File: src/rtl/alu_pkg.sv
// Shared types for the pipelined ALU: opcode enum and the status-flag bundle.
package alu_pkg;

  // Codes 000-011 match the older 4-bit ALU's s1,s0 encoding.
  typedef enum logic [2:0] {
    OP_ADD  = 3'b000,
    OP_XOR  = 3'b001,
    OP_OR   = 3'b010,
    OP_NOT  = 3'b011,
    OP_SUB  = 3'b100,
    OP_AND  = 3'b101,
    OP_ADC  = 3'b110,
    OP_LOAD = 3'b111
  } op_e;

  typedef struct packed {
    logic cout;
    logic zero;
    logic neg;
    logic ovf;
  } flags_t;

endpackage

File: src/rtl/alu_core.sv
// Combinational ALU datapath: one operation on (a, b, carry_in) producing result and flags.
module alu_core
  import alu_pkg::*;
#(
  parameter int WIDTH = 8
) (
  input  op_e              op,
  input  logic [WIDTH-1:0] a,
  input  logic [WIDTH-1:0] b,
  input  logic             carry_in,
  output logic [WIDTH-1:0] result,
  output flags_t           flags
);

  localparam int MSB = WIDTH - 1;

  logic [WIDTH-1:0] b_eff;
  logic [WIDTH:0]   sum;
  logic             cy;
  logic             arith;

  always_comb begin
    // NOTE: every output of this block gets a value before any branch, so no latch can be inferred.
    b_eff  = b;
    cy     = carry_in;
    arith  = 1'b0;
    result = '0;
    flags  = '0;

    // SUB reuses the adder as a + ~b + 1.
    case (op)
      OP_ADD, OP_ADC: arith = 1'b1;
      OP_SUB: begin
        arith = 1'b1;
        b_eff = ~b;
        cy    = 1'b1;
      end
      default: ;
    endcase

    sum = {1'b0, a} + {1'b0, b_eff} + {{WIDTH{1'b0}}, cy};

    case (op)
      OP_XOR:  result = a ^ b;
      OP_OR:   result = a | b;
      OP_NOT:  result = ~a;
      OP_AND:  result = a & b;
      OP_LOAD: result = b;
      default: result = sum[WIDTH-1:0];
    endcase

    flags.cout = arith & sum[WIDTH];
    flags.zero = (result == '0);
    flags.neg  = result[MSB];
    flags.ovf  = arith && (a[MSB] == b_eff[MSB]) && (result[MSB] != a[MSB]);
  end

endmodule

File: src/rtl/alu_pipe.sv
// Two-stage valid/ready ALU with an accumulator that is written when a result is consumed.
module alu_pipe
  import alu_pkg::*;
#(
  parameter int WIDTH = 8
) (
  input  logic             clk,
  input  logic             rst_n,
  input  logic             in_valid,
  output logic             in_ready,
  input  logic [2:0]       op,
  input  logic [WIDTH-1:0] a,
  input  logic [WIDTH-1:0] b,
  input  logic             cin,
  input  logic             use_acc,
  output logic             out_valid,
  input  logic             out_ready,
  output logic [WIDTH-1:0] result,
  output logic             cout,
  output logic             zero,
  output logic             neg,
  output logic             ovf
);

  logic             s1_valid_q, s1_valid_d;
  op_e              s1_op_q, s1_op_d;
  logic [WIDTH-1:0] s1_a_q, s1_a_d;
  logic [WIDTH-1:0] s1_b_q, s1_b_d;
  logic             s1_cin_q, s1_cin_d;
  logic             s1_use_acc_q, s1_use_acc_d;

  logic             s2_valid_q, s2_valid_d;
  logic [WIDTH-1:0] result_q, result_d;
  flags_t           flags_q, flags_d;

  logic [WIDTH-1:0] acc_q, acc_d;
  logic             carry_q, carry_d;

  logic             s1_adv, s2_adv, out_fire;
  logic [WIDTH-1:0] acc_eff, core_a, core_result;
  logic             carry_eff, core_cin;
  flags_t           core_flags;

  assign s2_adv   = !s2_valid_q || out_ready;
  assign s1_adv   = !s1_valid_q || s2_adv;
  assign in_ready = s1_adv;
  assign out_fire = s2_valid_q && out_ready;

  // A result consumed this cycle is the accumulator value the next S2 entry must see.
  assign acc_eff   = out_fire ? result_q     : acc_q;
  assign carry_eff = out_fire ? flags_q.cout : carry_q;

  assign core_a   = s1_use_acc_q ? acc_eff : s1_a_q;
  assign core_cin = (s1_op_q == OP_ADC) ? carry_eff : s1_cin_q;

  alu_core #(.WIDTH(WIDTH)) u_core (
    .op       (s1_op_q),
    .a        (core_a),
    .b        (s1_b_q),
    .carry_in (core_cin),
    .result   (core_result),
    .flags    (core_flags)
  );

  always_comb begin
    s1_valid_d   = s1_valid_q;
    s1_op_d      = s1_op_q;
    s1_a_d       = s1_a_q;
    s1_b_d       = s1_b_q;
    s1_cin_d     = s1_cin_q;
    s1_use_acc_d = s1_use_acc_q;
    s2_valid_d   = s2_valid_q;
    result_d     = result_q;
    flags_d      = flags_q;
    acc_d        = acc_q;
    carry_d      = carry_q;

    if (s1_adv) begin
      s1_valid_d = in_valid;
      if (in_valid) begin
        s1_op_d      = op_e'(op);
        s1_a_d       = a;
        s1_b_d       = b;
        s1_cin_d     = cin;
        s1_use_acc_d = use_acc;
      end
    end

    if (s2_adv) begin
      s2_valid_d = s1_valid_q;
      if (s1_valid_q) begin
        result_d = core_result;
        flags_d  = core_flags;
      end
    end

    if (out_fire) begin
      acc_d   = result_q;
      carry_d = flags_q.cout;
    end
  end

  always_ff @(posedge clk or negedge rst_n) begin
    if (!rst_n) begin
      s1_valid_q   <= 1'b0;
      s1_op_q      <= OP_ADD;
      s1_a_q       <= '0;
      s1_b_q       <= '0;
      s1_cin_q     <= 1'b0;
      s1_use_acc_q <= 1'b0;
      s2_valid_q   <= 1'b0;
      result_q     <= '0;
      flags_q      <= '0;
      acc_q        <= '0;
      carry_q      <= 1'b0;
    end else begin
      // NOTE: state updates are non-blocking so every flop samples pre-edge values.
      s1_valid_q   <= s1_valid_d;
      s1_op_q      <= s1_op_d;
      s1_a_q       <= s1_a_d;
      s1_b_q       <= s1_b_d;
      s1_cin_q     <= s1_cin_d;
      s1_use_acc_q <= s1_use_acc_d;
      s2_valid_q   <= s2_valid_d;
      result_q     <= result_d;
      flags_q      <= flags_d;
      acc_q        <= acc_d;
      carry_q      <= carry_d;
    end
  end

  assign out_valid = s2_valid_q;
  assign result    = result_q;
  assign cout      = flags_q.cout;
  assign zero      = flags_q.zero;
  assign neg       = flags_q.neg;
  assign ovf       = flags_q.ovf;

endmodule

File: config.mk
export PLATFORM = sky130hd
export DESIGN_NAME = alu_pipe
export DESIGN_NICKNAME = d
export VERILOG_FILES = /design/src/rtl/alu_pkg.sv /design/src/rtl/alu_core.sv /design/src/rtl/alu_pipe.sv
export SDC_FILE = /design/constraint.sdc
export NUM_CORES = 1
export LEC_CHECK = 0
export ABC_AREA = 0
export CAP_MARGIN = 10
export CORE_AREA = 2 2 77 79
export DETAILED_ROUTE_END_ITERATION = 6
export DIE_AREA = 0 0 79 81
export PLACE_DENSITY = 0.87
export SYNTH_ARGS = -nofsm -noshare
export SYNTH_HDL_FRONTEND = slang
export SYNTH_SLANG_ARGS = --single-unit
File: constraint.sdc
create_clock -name clk -period 9.2 [get_ports clk]
set_clock_uncertainty 0.05 [all_clocks]
set_input_delay 0.92 -clock clk [delete_from_list [all_inputs] [get_ports clk]]
set_output_delay 0.92 -clock clk [all_outputs]
set_load 0.02 [all_outputs]
==> flow_summary.json, run 1 <==
{
  "clk_latency_ns": 0.31,
  "die_x_um": 79,
  "yosysWarnings": 0,
  "ir_drop_mv": 0.158,
  "initial_core_util": 0.517,
  "drc": 0,
  "final_core_util": 0.609,
  "yosysTopAreaCellShare": 0.367,
  "ys_async_sr_fraction": 1.00,
  "crit_type": "in2reg",
  "clockBufferDepth": 2,
  "synth_seq_cells": 43,
  "path_cells": "clkdlybuf4s50_1 > nand3_1 > a31oi_1 > inv_1 > fa_1 > nand3b_1 > a21boi_2 > nor3_1 > a311o_1 > a211oi_2 > nand4b_1 > o31ai_2",
  "worstPathRequired_ns": 9.36,
  "synth-edff-count": 0,
  "period_share": 0.453,
  "fmax_mhz": 240,
  "internal_power_w": 0.000572,
  "yosysUniqueCellTypes": 55,
  "post_cts_buffers": 0,
  "num_io_pins": 39,
  "startpoint_type": "input pin",
  "fill_cells": 463,
  "synth_compound_area_frac": 0.151,
  "synth_common_cells": "43 x dfrtp_1, 27 x mux2_2, 23 x ha_1, 23 x inv_1, 19 x nand2_1",
  "synth.area.top_cells": "dfrtp_1 37%, mux2_2 10%, ha_1 9.8%",
  "finalSetupTns_ns": 0,
  "clockRootBuffer": "clkbuf_8",
  "holdCritPathClass": "reg2reg",
  "htree_levels": 2,
  "grt_pass1_wl_mm": 11.0,
  "synth_top_family_by_area": "multiplexers",
  "p_switching_w": 0.000371,
  "antenna_found_initial": 0,
  "routabilityCongestion": 0.907,
  "holdBufCountCts": 0,
  "post-dp-hpwl_mm": 4.82,
  "grt_start_max_net_pins": 44,
  "run_status": "finished clean",
  "synthMuxAreaShare": 0.154,
  "grt_usage": 0.222,
  "synthSimpleGateAreaFrac": 0.117,
  "worstMarginPinSlew_ns": 0.932,
  "swShare": 0.394,
  "grt_overflow": 0,
  "yosysMostFrequentCell": "dfrtp_1",
  "portBuffers": 38,
  "critPathTopFamily": "compound AO/OA/AOI/OAI gates",
  "endpoint_kind": "flop",
  "syn_area_um2": 2930,
  "syn-mean-instance-area_um2": 10.3,
  "worstPathMaxFanout": 10,
  "cap_violations": 0,
  "drive_above_1_share": 0.173,
  "clock_power_share": 0.193,
  "nNetsFinal": 367,
  "num_rows": 28,
  "dieHeight_um": 81,
  "die_area_um2": 6400,
  "critPathBufInv": 2,
  "ys_seq_area_frac": 0.367,
  "cts.sinks": 43,
  "max_stage_delay_ns": 0.76,
  "netlist.top_cell.by_area": "dfrtp_1",
  "clk_pin_slew_ns": 0.10,
  "p_leak_nw": 1.55,
  "hold_viol_final": 0,
  "numCtsBuffers": 5,
  "netlist_instances": 284,
  "arrival_ns": 4.33,
  "vias": 2276,
  "core_region_area_um2": 5680,
  "wl_per_cell_um": 17.0,
  "first_pass_iters": 4,
  "powerDensity_nw_per_um2": 273,
  "finalSetupViolations": 0,
  "crit_slowest_cell": "clkdlybuf4s50_1",
  "ant_nets": 0,
  "ys.flop_type": "dfrtp_1",
  "cts_tree": "built",
  "p_seq_frac": 0.308,
  "slew_headroom": 0.378,
  "synthXorXnorAreaFrac": 0.0359,
  "vias_per_cell": 5.79,
  "p_comb_frac": 0.500,
  "syn_to_final_growth_pct": 18.0,
  "antenna_cells": 0,
  "syn_nets": 334,
  "maxSlewViolCount": 0,
  "wirelength_mm": 6.67,
  "grt_pass1_vias": 2297,
  "first_iter_violations": 247,
  "grt_setup_unrepaired": "false",
  "cts_resized": 0,
  "synthAdderAreaFrac": 0.112,
  "fin_crit_ns": 4.17
}
## logic make-up (layout without fill, tap and decap cells)
group / count (synthesis) / after routing
AND/OR/NAND/NOR: 66 / 66
AO/OA/AOI/OAI: 60 / 60
buffers and inverters: 38 / 72
multiplexers: 40 / 40
adder cells (fa/ha/maj): 25 / 25
flip-flops: 43 / 43
XOR/XNOR: 12 / 12
## cell type report
type                       instances  area, um2  share of cell area
clock inverter                     3       71.3              0.0206
inverter                          24       90.1              0.0260
clock buffer                       5       68.8              0.0199
timing repair buffer              40        390               0.113
tap                               75       93.8              0.0271
sequential                        43       1080               0.311
multi-input combinational        203       1670               0.482
## registers in the layout, indices dropped and copies added (netlist names)
name / count
acc_q: 8
carry_q: 1
cout: 1
out_valid: 1
ovf: 1
result: 8
s1_a_q: 8
s1_b_q: 8
s1_cin_q: 1
s1_op_q: 3
s1_use_acc_q: 1
s1_valid_q: 1
zero: 1
## final timing paths
path	start	end	slack, ns	cells after the start
max	out_ready	zero$_DFFE_PN0P_	5.03	12
min	ovf$_DFFE_PN0P_	ovf$_DFFE_PN0P_	0.44	2
max reg2reg	s1_op_q[0]$_DFFE_PN0P_	zero$_DFFE_PN0P_	5.76	11
min reg2reg	ovf$_DFFE_PN0P_	ovf$_DFFE_PN0P_	0.44	2
max in group asynchronous	rst_n	zero$_DFFE_PN0P_	7.82	1
min in group asynchronous	rst_n	s1_a_q[0]$_DFFE_PN0P_	0.70	1
## stage by stage
stage | power, W | setup WS (ns) | cell area [um2] | hold slack (ns) | instances
2_1_floorplan | 0.000621 | 5.82 | 2930 | 0.401 | 284
3_3_place_gp | 0.000737 | 4.89 | 3320 | 0.415 | 385
3_5_place_dp | 0.000753 | 4.80 | 3320 | 0.411 | 385
4_1_cts | 0.000944 | 5.05 | 3460 | 0.442 | 393
5_1_grt | 0.00101 | 4.87 | 3460 | 0.478 | 393
6_report | 0.000942 | 5.03 | 3460 | 0.442 | 393
## power groups by stage
stage	clock network (W)	logic (W)	registers (W)
6_report	0.000182	0.000471	0.000290
5_1_grt	0.000192	0.000517	0.000297
4_1_cts	0.000185	0.000470	0.000289
3_5_place_dp	0	0.000461	0.000292
3_3_place_gp	0	0.000449	0.000289
2_1_floorplan	0	0.000324	0.000296
## layer usage
| layer | vias to the layer above | wire length (um) | track usage |
|---|---|---|---|
| met3 | 14 | 439 | 0.0389 |
| li1 | 1067 | - | - |
| met5 | - | 0 | 0 |
| met4 | 0 | 160 | 0.0914 |
| met1 | 1112 | 2770 | 0.284 |
| met2 | 83 | 3300 | 0.375 |
## worst register-to-register path, delay by kind of cell, from the launching register on
kind            cells  cell delay, ns
xor+xnor            1            0.14
simple gates        4            0.57
compound gates      4            1.13
fa+ha+maj           1            0.36
buf+inv             1            0.23
flops               1            0.88
## layout by cell type (no fill, tap or decap), types with 2 or more instances in the layout
cell             instances
a211oi_1                 4
a211oi_2                 2
a21bo_1                  2
a21oi_1                 12
a21oi_2                  2
a311o_1                  2
a31oi_1                  3
buf_4                    2
bufinv_16                2
clkbuf_8                 5
clkdlybuf4s50_1         37
dfrtp_1                 43
fa_1                     2
ha_1                    23
inv_1                   23
mux2_2                  27
mux2_4                   2
mux2i_1                  9
mux2i_2                  2
nand2_1                 19
nand2b_1                 6
nand3_1                  7
nand3b_1                 3
nor2_1                  16
nor2b_1                  2
nor3_1                   5
nor3b_1                  2
o21ai_0                 10
o22ai_1                  4
o31ai_1                  2
o32ai_1                  2
xnor2_1                 10
xor2_1                   2
Note: power is estimated with default switching activity, not from simulation.
==> run 2: changes to the inputs <==
--- a/config.mk
+++ b/config.mk
@@ -7,10 +7,10 @@
 export LEC_CHECK = 0
 export ABC_AREA = 0
 export CAP_MARGIN = 10
-export CORE_AREA = 2 2 77 79
+export CORE_AREA = 2 2 80 82
 export DETAILED_ROUTE_END_ITERATION = 6
-export DIE_AREA = 0 0 79 81
-export PLACE_DENSITY = 0.87
+export DIE_AREA = 0 0 82 84
+export PLACE_DENSITY = 0.85
 export SYNTH_ARGS = -nofsm -noshare
 export SYNTH_HDL_FRONTEND = slang
 export SYNTH_SLANG_ARGS = --single-unit
==> constraint.sdc (replaced) <==
create_clock -name clk -period 3.7 [get_ports clk]
set_clock_uncertainty 0.05 [all_clocks]
set_input_delay 0.37 -clock clk [delete_from_list [all_inputs] [get_ports clk]]
set_output_delay 0.37 -clock clk [all_outputs]
set_load 0.02 [all_outputs]
==> run 2 against run 1 <==
Against the previous run:
- sequential power is 140% higher
- highest routed layer unchanged
- largest cell class unchanged
- worst setup slack worse by 4.8 ns
- register-to-register slack worse by 5.5 ns
- routed wire length is 2.1% higher
- power grew to 2.5 times the previous value
==> flow_summary.json, run 2 (same netlist as run 1, synthesis figures left out) <==
{
  "worstPathMaxFanout": 7,
  "grt_usage": 0.212,
  "grt_overflow": 0,
  "num_io_pins": 39,
  "antenna_cells": 0,
  "routabilityCongestion": 0.942,
  "vias": 2272,
  "finalSetupViolations": 0,
  "first_iter_violations": 126,
  "cap_violations": 0,
  "drc": 0,
  "startpoint_type": "input pin",
  "worstMarginPinSlew_ns": 0.925,
  "hold_viol_final": 0,
  "nNetsFinal": 372,
  "finalSetupTns_ns": 0,
  "wl_per_cell_um": 17.0,
  "final_area_um2": 3500,
  "dieHeight_um": 84,
  "endpoint_kind": "flop",
  "die_area_um2": 6890,
  "numCtsBuffers": 5,
  "arrival_ns": 3.61,
  "p_seq_frac": 0.300,
  "grt_start_max_net_pins": 44,
  "post-dp-hpwl_mm": 5.22,
  "fill_cells": 521,
  "wirelength_mm": 6.81,
  "drive_above_1_share": 0.186,
  "grt_setup_unrepaired": "false",
  "cts_resized": 0,
  "grt_pass1_wl_mm": 11.1,
  "powerDensity_nw_per_um2": 674,
  "initial_core_util": 0.481,
  "swShare": 0.394,
  "cts_tree": "built",
  "internal_power_w": 0.00143,
  "p_leak_nw": 1.57,
  "final_common_cell": "dfrtp_1",
  "holdCritPathClass": "in2async",
  "clock_power_share": 0.191,
  "worstPathRequired_ns": 3.86,
  "clk_latency_ns": 0.30,
  "maxSlewViolCount": 0,
  "clockRootBuffer": "clkbuf_8",
  "p_switching_w": 0.000929,
  "syn_to_final_growth_pct": 19.3,
  "crit_type": "in2reg",
  "htree_levels": 2,
  "final_cell_mix": "43 x dfrtp_1, 37 x clkdlybuf4s50_1, 27 x mux2_2",
  "run_status": "finished clean",
  "period_share": 0.932,
  "ant_nets": 0,
  "grt_pass1_vias": 2288,
  "p_comb_frac": 0.509,
  "die_x_um": 82,
  "first_pass_iters": 4,
  "clockBufferDepth": 2,
  "fin_crit_ns": 3.45,
  "core_region_area_um2": 6100,
  "clk_pin_slew_ns": 0.09,
  "portBuffers": 38,
  "fmax_mhz": 290,
  "holdBufCountCts": 0,
  "placed_area_um2": 3360,
  "ir_drop_mv": 0.505,
  "cts.sinks": 43,
  "slew_headroom": 0.383,
  "num_rows": 29,
  "post_cts_buffers": 0,
  "antenna_found_initial": 0,
  "vias_per_cell": 5.68
}
[run 2: cell types whose count changed in the layout (fill, tap and decap cells not counted)]
cell	change
buf_4	+5
[run 2: area by class of cell]
type	instances	area, um2	share of cell area
Clock buffer	5	68.8	0.0197
Clock inverter	3	71.3	0.0204
Tap cell	77	96.3	0.0275
Inverter	24	90.1	0.0258
Sequential cell	43	1080	0.308
Multi-Input combinational cell	203	1670	0.477
Timing Repair Buffer	45	428	0.122
[run 2: final timing paths]
kind,start,end,slack [ns],depth (start not counted)
setup / recovery,out_ready,zero$_DFFE_PN0P_,0.25,13
hold / removal,rst_n,s1_a_q[1]$_DFFE_PN0P_,0.15,1
setup reg to reg,out_valid$_DFFE_PN0P_,zero$_DFFE_PN0P_,0.28,11
hold reg to reg,ovf$_DFFE_PN0P_,ovf$_DFFE_PN0P_,0.44,2
max in group asynchronous,rst_n,s1_b_q[6]$_DFFE_PN0P_,2.87,1
min in group clk,ovf$_DFFE_PN0P_,ovf$_DFFE_PN0P_,0.44,2
[run 2: layer usage]
layer | part of all wire | track usage | routed length (um) | up-vias
met5 | 0 | 0 | 0 | -
li1 | - | - | - | 1076
met4 | 0.015 | 0.0621 | 100 | 0
met2 | 0.50 | 0.342 | 3380 | 68
met3 | 0.048 | 0.0498 | 324 | 8
met1 | 0.44 | 0.280 | 3000 | 1120
[run 2: worst max-delay path, stage by stage]
cell and delay, ns:
clkdlybuf4s50_1 0.62, nand2_8 0.12, mux2_4 0.33, mux2i_2 0.22, inv_1 0.14, ha_1 0.32
nand3b_1 0.13, a21boi_2 0.25, nor3_1 0.09, a311o_1 0.34, a211oi_2 0.33, nand4b_1 0.16
o31ai_2 0.18
[run 2: power by group through the flow]
stage          clock network (W)  registers, W  logic, W
4_1_cts                 0.000456      0.000706   0.00119
5_1_grt                 0.000479      0.000722   0.00132
2_1_floorplan                  0      0.000737  0.000807
6_report                0.000451      0.000707   0.00120
3_5_place_dp                   0      0.000715   0.00118
3_3_place_gp                   0      0.000710   0.00114
[run 2: stage by stage]
| stage | setup slack, ns | hold slack [ns] | util | std cells | total power, W |
|---|---|---|---|---|---|
| after floorplan | 0.409 | 0.0244 | - | 284 | 0.00154 |
| after global placement | 0.0869 | 0.415 | 0.551 | 392 | 0.00185 |
| after detailed placement | 0.0192 | 0.425 | 0.551 | 392 | 0.00190 |
| after CTS | 0.324 | 0.177 | 0.574 | 400 | 0.00235 |
| after global routing | 0.136 | 0.206 | 0.574 | 400 | 0.00252 |
| final | 0.252 | 0.147 | 0.574 | 400 | 0.00236 |
==> run 3: changes to the inputs <==
--- a/config.mk
+++ b/config.mk
@@ -7,10 +7,10 @@
 export LEC_CHECK = 0
 export ABC_AREA = 0
 export CAP_MARGIN = 10
-export CORE_AREA = 2 2 80 82
+export CORE_AREA = 2 2 95 97
 export DETAILED_ROUTE_END_ITERATION = 6
-export DIE_AREA = 0 0 82 84
-export PLACE_DENSITY = 0.85
+export DIE_AREA = 0 0 97 99
+export PLACE_DENSITY = 0.64
 export SYNTH_ARGS = -nofsm -noshare
 export SYNTH_HDL_FRONTEND = slang
 export SYNTH_SLANG_ARGS = --single-unit
==> constraint.sdc (replaced) <==
create_clock -name clk -period 3.9 [get_ports clk]
set_clock_uncertainty 0.05 [all_clocks]
set_input_delay 0.39 -clock clk [delete_from_list [all_inputs] [get_ports clk]]
set_output_delay 0.39 -clock clk [all_outputs]
set_load 0.02 [all_outputs]
==> run 3 against run 2 <==
Against the previous run:
- sequential cell count unchanged
- global-route usage decreased by 7.0 points
- critical path depth unchanged
- routed wire length decreased by 6.3%
- combinational power decreased by 7%
- worst setup slack improved by 0.13 ns
- cell count increased by 7.2%
- core utilization decreased by 17 points
- first-iteration DRC count decreased by 36%
- largest cell class unchanged
- via count decreased by 3.0%
- count of clock-buffer cells in the layout unchanged
==> flow_summary.json, run 3 (same netlist as run 1, synthesis figures left out) <==
{
  "maxSlewViolCount": 0,
  "num_rows": 34,
  "num_io_pins": 39,
  "worstMarginPinSlew_ns": 0.930,
  "dieHeight_um": 99,
  "grt_pass1_wl_mm": 10.9,
  "first_iter_violations": 81,
  "arrival_ns": 3.68,
  "grt_start_max_net_pins": 44,
  "initial_core_util": 0.343,
  "grt_overflow": 0,
  "p_leak_nw": 1.55,
  "ir_drop_mv": 0.232,
  "cts_resized": 0,
  "cts_tree": "built",
  "fmax_mhz": 284,
  "grt_pass1_vias": 2209,
  "holdBufCountCts": 0,
  "grt_setup_unrepaired": "false",
  "vias_per_cell": 5.14,
  "post-dp-hpwl_mm": 4.95,
  "period_share": 0.901,
  "hold_viol_final": 0,
  "final_common_cell": "dfrtp_1",
  "reg2regPathDepth": 12,
  "fill_cells": 818,
  "antenna_found_initial": 0,
  "numCtsBuffers": 5,
  "placed_area_um2": 3380,
  "htree_levels": 2,
  "clk_pin_slew_ns": 0.08,
  "finalSetupViolations": 0,
  "die_area_um2": 9600,
  "clockRootBuffer": "clkbuf_8",
  "clockBufferDepth": 2,
  "worstPathRequired_ns": 4.07,
  "run_status": "finished clean",
  "cap_violations": 0,
  "holdCritPathClass": "in2async",
  "worstPathMaxFanout": 7,
  "fin_hold_ws_ns": 0.174,
  "first_pass_iters": 5,
  "final_area_um2": 3490,
  "drc": 0,
  "slew_headroom": 0.380,
  "core_region_area_um2": 8550,
  "ant_nets": 0,
  "fin_crit_ns": 3.52,
  "routabilityCongestion": 0.909,
  "cts.sinks": 43,
  "clk_latency_ns": 0.30,
  "wl_per_cell_um": 14.9,
  "drive_above_1_share": 0.181,
  "portBuffers": 38,
  "nNetsFinal": 370,
  "syn_to_final_growth_pct": 19.2,
  "startpoint_type": "input pin",
  "endpoint_kind": "flop",
  "final-instance-count-excl-fill": 429,
  "post_cts_buffers": 0,
  "grt_usage": 0.142,
  "powerDensity_nw_per_um2": 608,
  "vias": 2203,
  "dp_cells": 421,
  "final_cell_mix": "43 x dfrtp_1, 37 x clkdlybuf4s50_1, 27 x mux2_2",
  "antenna_cells": 0,
  "final_core_util": 0.409,
  "finalSetupTns_ns": 0,
  "die_x_um": 97,
  "crit_type": "in2reg",
  "wirelength_mm": 6.38
}
[run 3: routing by layer]
layer	part of all wire	track usage	vias to the layer above	wire (um)
met3	0.049	0.0298	9	310
met2	0.44	0.211	54	2800
met5	0	0	-	0
li1	-	-	1078	-
met1	0.50	0.202	1062	3160
met4	0.017	0.0574	0	108
[run 3: worst paths after layout]
kind | endpoint | slack [ns] | start
min in group clk | ovf$_DFFE_PN0P_ | 0.44 | ovf$_DFFE_PN0P_
worst max-delay path | zero$_DFFE_PN0P_ | 0.38 | out_ready
worst max register to register | zero$_DFFE_PN0P_ | 0.53 | out_valid$_DFFE_PN0P_
worst min-delay path | s1_a_q[7]$_DFFE_PN0P_ | 0.17 | rst_n
max in group asynchronous | s1_op_q[1]$_DFFE_PN0P_ | 3.05 | rst_n
worst min register to register | ovf$_DFFE_PN0P_ | 0.44 | ovf$_DFFE_PN0P_
[run 3: final cells by class]
class                   count  area (um2)  share of cell area
multi-input cells         203        1670               0.477
flip-flops and latches     43        1080               0.308
repair buffers             43         413               0.118
well taps                 108         135              0.0387
inverters                  24        90.1              0.0258
clock buffers               5        68.8              0.0197
clock inverters             3        43.8              0.0125
[run 3: where the power goes]
| part | switching [W] | internal, W | total (W) |
|---|---|---|---|
| Clock | 0.000161 | 0.000191 | 0.000351 |
| Sequential | 0.0000980 | 0.000569 | 0.000667 |
| Combinational | 0.000586 | 0.000521 | 0.00111 |
| Total | 0.000845 | 0.00128 | 0.00213 |
[run 3: worst max-delay path, stage by stage]
cell and delay (ns):
clkdlybuf4s50_1 0.70, nand2_8 0.12, mux2_4 0.33, mux2i_2 0.24, inv_1 0.15, ha_1 0.30, nand3b_1 0.12, a21boi_2 0.23
nor3_1 0.08, a311o_1 0.34, a211oi_2 0.34, nand4b_1 0.17, o31ai_2 0.19
[run 3: through the flow]
step,setup slack (ns),total power (W)
final,0.384,0.00213
after global routing,0.221,0.00230
after CTS,0.378,0.00214
after detailed placement,0.0708,0.00179
after global placement,0.139,0.00177
after floorplan,0.609,0.00146
